## src/rtl/operand_issue_fifo.sv

```systemverilog
// Operand-pair FIFO feeding a registered adder: buffers valid/ready pushes and
// issues one pair per start pulse, with a programmable idle gap, stall and flush.
module operand_issue_fifo #(
  parameter int W     = 16,
  parameter int DEPTH = 4,
  parameter int GAP   = 1
) (
  input  logic                     clk,
  input  logic                     rst_n,
  input  logic                     in_valid,
  output logic                     in_ready,
  input  logic [W-1:0]             in_a,
  input  logic [W-1:0]             in_b,
  input  logic                     stall,
  input  logic                     flush,
  output logic                     start,
  output logic [W-1:0]             a,
  output logic [W-1:0]             b,
  output logic [$clog2(DEPTH):0]   count,
  output logic [15:0]              issued_cnt
);
  localparam int AW = $clog2(DEPTH);
  localparam int CW = AW + 1;
  localparam int GW = (GAP > 0) ? $clog2(GAP + 1) : 1;

  typedef struct packed {
    logic [W-1:0] a;
    logic [W-1:0] b;
  } pair_t;

  typedef enum logic {IDLE, GAPS} state_t;

  pair_t          mem [DEPTH];
  pair_t          head;
  logic [AW-1:0]  wr_ptr, rd_ptr;
  logic [GW-1:0]  gap_cnt;
  state_t         state;
  logic           full, empty, push, pop;

  assign full     = (count == CW'(DEPTH));
  assign empty    = (count == '0);
  assign in_ready = !full;
  assign head     = mem[rd_ptr];
  // flush wins over both sides; a full FIFO refuses a push even if it pops
  assign push     = in_valid && !full && !flush;
  assign pop      = (state == IDLE) && !empty && !stall && !flush;

  always_ff @(posedge clk) begin
    if (push) mem[wr_ptr] <= '{a: in_a, b: in_b};
  end

  always_ff @(posedge clk or negedge rst_n) begin
    if (!rst_n) begin
      wr_ptr     <= '0;
      rd_ptr     <= '0;
      count      <= '0;
      state      <= IDLE;
      gap_cnt    <= '0;
      start      <= 1'b0;
      a          <= '0;
      b          <= '0;
      issued_cnt <= '0;
    end else if (flush) begin
      wr_ptr  <= '0;
      rd_ptr  <= '0;
      count   <= '0;
      state   <= IDLE;
      gap_cnt <= '0;
      start   <= 1'b0;
    end else begin
      if (push) wr_ptr <= wr_ptr + 1'b1;
      if (pop)  rd_ptr <= rd_ptr + 1'b1;
      case ({push, pop})
        2'b10:   count <= count + 1'b1;
        2'b01:   count <= count - 1'b1;
        default: ;
      endcase
      case (state)
        IDLE: begin
          start <= pop;
          if (pop) begin
            a          <= head.a;
            b          <= head.b;
            issued_cnt <= issued_cnt + 16'd1;
            if (GAP > 0) begin
              state   <= GAPS;
              gap_cnt <= GW'(GAP);
            end
          end
        end
        GAPS: begin
          // stall does not hold the gap countdown
          start <= 1'b0;
          if (gap_cnt <= GW'(1)) begin
            state   <= IDLE;
            gap_cnt <= '0;
          end else begin
            gap_cnt <= gap_cnt - 1'b1;
          end
        end
        default: state <= IDLE;
      endcase
    end
  end
endmodule

```

## config.mk

```make
export PLATFORM = sky130hd
export DESIGN_NAME = operand_issue_fifo
export DESIGN_NICKNAME = d
export VERILOG_FILES = /design/src/rtl/operand_issue_fifo.sv
export SDC_FILE = /design/constraint.sdc
export NUM_CORES = 1
export LEC_CHECK = 0
export CAP_MARGIN = 40
export CORE_MARGIN = 2
export CORE_UTILIZATION = 40
export DETAILED_ROUTE_END_ITERATION = 6
export PLACE_DENSITY = 0.62
export REMOVE_ABC_BUFFERS = 1
export SLEW_MARGIN = 20
export SYNTH_ARGS = -nofsm -noshare
export SYNTH_HDL_FRONTEND = slang
export SYNTH_SLANG_ARGS = --single-unit
export TNS_END_PERCENT = 50
```

## constraint.sdc

```tcl
create_clock -name clk -period 2.57 [get_ports clk]
set_input_delay 0.514 -clock clk [delete_from_list [all_inputs] [get_ports clk]]
set_output_delay 0.514 -clock clk [all_outputs]
set_load 0.05 [all_outputs]
```

==> insert_results.sql <==
INSERT INTO impl_metrics (metric_group, metric, value, unit) VALUES
('sta', 'unrepaired_setup_endpoints_after_global_routing', 'false', ''),
('min_path', 'timing.hold.worst.class', 'reg -> reg', ''),
('power_and_ir_drop', 'p_per_area', '1109', 'nW/um2'),
('power_and_ir_drop', 'power.ir.vdd_worst', '688.3', 'uV'),
('clocking', 'post-cts-setup-buffer-count', '0', ''),
('sta', 'timing.max_slew.rel_slack', '0.5373', ''),
('synth', 'asyncSetResetFlopFracSynth', '0.3043', ''),
('sta', 'fin_worst_skew', '0.008152', 'ns'),
('sta', 'slew_of_the_pin_with_the_lowest_slew_margin', '0.6941', 'ns'),
('clocking', 'cts_sinks', '184', ''),
('worst_setup_path', 'cp_data_required_time', '2.06', 'ns'),
('worst_setup_path', 'crit_path_max_fanout', '9', ''),
('sta', 'endpoints_failing_setup', '0', ''),
('run', 'maxCapViolations', '0', ''),
('synth', 'synth_sequential_area_ratio', '0.7353', ''),
('layout', 'syn2layout_area_growth', '27.80', '%'),
('worst_setup_path', 'timing.critical_path.slowest_stage_cell', 'sky130_fd_sc_hd__clkdlybuf4s50_1', ''),
('placement', 'routabilityCongestion', '0.7570', ''),
('sta', 'period_share', '0.9136', ''),
('synth', 'yosysTopAreaCellShare', '0.5389', ''),
('layout', 'nNetsFinal', '513', ''),
('worst_setup_path', 'critPathKind', 'reg -> out', ''),
('synth', 'yosys.area.top_type', 'sky130_fd_sc_hd__edfxtp_1', ''),
('worst_setup_path', 'critical_path.n_buffers_inverters', '1', ''),
('synth', 'synth_top_flop_cell', 'sky130_fd_sc_hd__edfxtp_1', ''),
('synth', 'mappedNetlistArea', '7133', 'um2'),
('synth', 'ys.warnings.count', '0', ''),
('global_routing', 'gr-total-overflow', '0', ''),
('placement', 'placement.io_buffers', '89', ''),
('global_routing', 'gr-usage-all-layers', '0.1559', ''),
('worst_setup_path', 'cpLargestDelayFamily', 'buffers and inverters', ''),
('synth', 'synth-edff-count', '128', ''),
('worst_setup_path', 'critical_path_startpoint_category', 'register', ''),
('clocking', 'tritoncts_clock_tree', 'yes', ''),
('floorplan', 'dieWidth', '137.5', 'um'),
('synth', 'synthesis.area_per_instance', '20.38', 'um2'),
('global_routing', 'grt_first_pass_wirelength', '21180', 'um'),
('sta', 'finalWorstSetupSlack', '0.2220', 'ns'),
('sta', 'max_freq', '425.9', 'MHz'),
('sta', 'timing.final.max_slew_violations', '0', ''),
('layout', 'final-instance-count-excl-fill', '708', ''),
('detailed_routing', 'drt-vias-per-instance', '4.997', ''),
('floorplan', 'floorplan.initialDensity', '0.4110', ''),
('power_and_ir_drop', 'leakagePower', '3.331', 'nW'),
('synth', 'ys_top_cells_by_area', 'sky130_fd_sc_hd__edfxtp_1, sky130_fd_sc_hd__dfrtp_1, sky130_fd_sc_hd__mux4_2', ''),
('floorplan', 'core_region_area', '17360', 'um2'),
('floorplan', 'row_count', '48', ''),
('detailed_routing', 'length_of_the_first_detailed_routing_pass_in_iterations', '4', ''),
('placement', 'post_dp_cell_area', '8529', 'um2'),
('clocking', 'htree_num_levels', '4', ''),
('synth', 'synth_most_common_cell', 'sky130_fd_sc_hd__edfxtp_1', ''),
('status', 'run_status', 'completed', ''),
('floorplan', 'floorplan.io_pins', '90', ''),
('clocking', 'cts_buffers', '17', ''),
('placement', 'dp_worst_setup_slack', '-0.07750', 'ns'),
('layout', 'num-fill-cells', '1377', ''),
('sta', 'final_period_minus_worst_setup_slack', '2.348', 'ns'),
('clocking', 'path_clk_slew', '0.07', 'ns'),
('placement', 'dp.cells', '675', ''),
('worst_setup_path', 'max_stage_delay', '0.87', 'ns'),
('clocking', 'clock_path_buffers', '2', ''),
('worst_setup_path', 'timing.critical_path.arrival', '1.83', 'ns'),
('detailed_routing', 'drt_drc_violations_left', '0', ''),
('detailed_routing', 'finalWirelength', '13440', 'um'),
('sta', 'tns', '0', 'ns'),
('synth', 'post_synth_inst_count', '350', ''),
('detailed_routing', 'drt_antenna_net_count', '0', ''),
('synth', 'synthTopCellsByCount', 'sky130_fd_sc_hd__edfxtp_1, sky130_fd_sc_hd__dfrtp_1, sky130_fd_sc_hd__mux4_2', ''),
('worst_setup_path', 'worstSetupEndpointType', 'output port', ''),
('floorplan', 'design.die.area', '18920', 'um2'),
('detailed_routing', 'dr.first_iter.drc_count', '210', '');
-- cell families after synthesis --
| group | count (synthesis) | synth area share |
|---|---|---|
| multiplexers | 67 | 0.1703 |
| XOR/XNOR | 19 | 0.02333 |
| AND/OR/NAND/NOR | 49 | 0.03842 |
| buffers and inverters | 17 | 0.01386 |
| adder cells (fa/ha/maj) | 6 | 0.01158 |
| flip-flops | 184 | 0.7353 |
| AO/OA/AOI/OAI | 8 | 0.007192 |
-- area by class of cell --
cell class / instances / area [um2] / share of cell area
Sequential cell: 184 / 5248 / 0.5756
Multi-Input combinational cell: 149 / 1794 / 0.1968
Clock inverter: 13 / 145.1 / 0.01592
Timing Repair Buffer: 114 / 1200 / 0.1316
Tap cell: 225 / 281.5 / 0.03088
Inverter: 4 / 15.01 / 0.001647
Clock buffer: 19 / 432.9 / 0.04749
-- stage by stage --
step                utilization  power (mW)
floorplan                     -       6.377
global placement         0.4903       7.580
detailed placement       0.4914       7.640
CTS                      0.5252       10.22
global route             0.5252       10.53
finish                   0.5252       10.11
-- sequential cells by signal (all words and copies together), names as in the netlist --
register / flops
mem: 128
a: 16
b: 16
issued_cnt: 16
count: 3
rd_ptr: 2
wr_ptr: 2
start: 1
-- timing repair --
| action | in CTS | in global routing |
|---|---|---|
| hold buffers | 1 | 0 |
| resized for setup | 1 | 0 |
| setup endpoints to repair | 1 | 0 |
| endpoints found under the hold margin | 5 | 0 |
-- report_power, final --
group	internal (mW)	switching [mW]	total, mW
logic	1.60	1.93	3.53
registers	3.64	0.366	4.01
clock network	1.44	1.12	2.57
-- cell usage in the layout, fill, tap and decap left out, drive strengths merged, types with 4 or more instances in the layout --
cell type	count
edfxtp	128
clkdlybuf4s50	87
dfrtp	56
mux2	34
mux4	32
buf	25
clkbuf	19
xnor2	13
nor2	10
inv	8
nand2	7
xor2	6
nand4	5
ha	5
and2	4
nand3	4
nor3	4
clkinv	4
-- worst paths after layout --
path	slack, ns	end	cells after the start	from
setup / recovery	0.22	count[0]	1	count[0]
hold / removal	0.48	issued_cnt[15]	1	issued_cnt[15]
setup reg to reg	0.34	count[2]	8	count[1]
hold reg to reg	0.48	issued_cnt[15]	1	issued_cnt[15]
max in group asynchronous	1.62	a[9]	3	rst_n
min in group asynchronous	0.50	a[11]	2	rst_n
-- per-layer routing --
layer / GRT usage / routed length (um) / vias to the layer above
li1: - / - / 1601
met1: 0.1915 / 5700 / 1841
met2: 0.2634 / 6889 / 81
met3: 0.04231 / 646 / 15
met4: 0.06014 / 198 / 0
met5: 0 / 0 / -
Note: power is estimated with default switching activity, not from simulation.
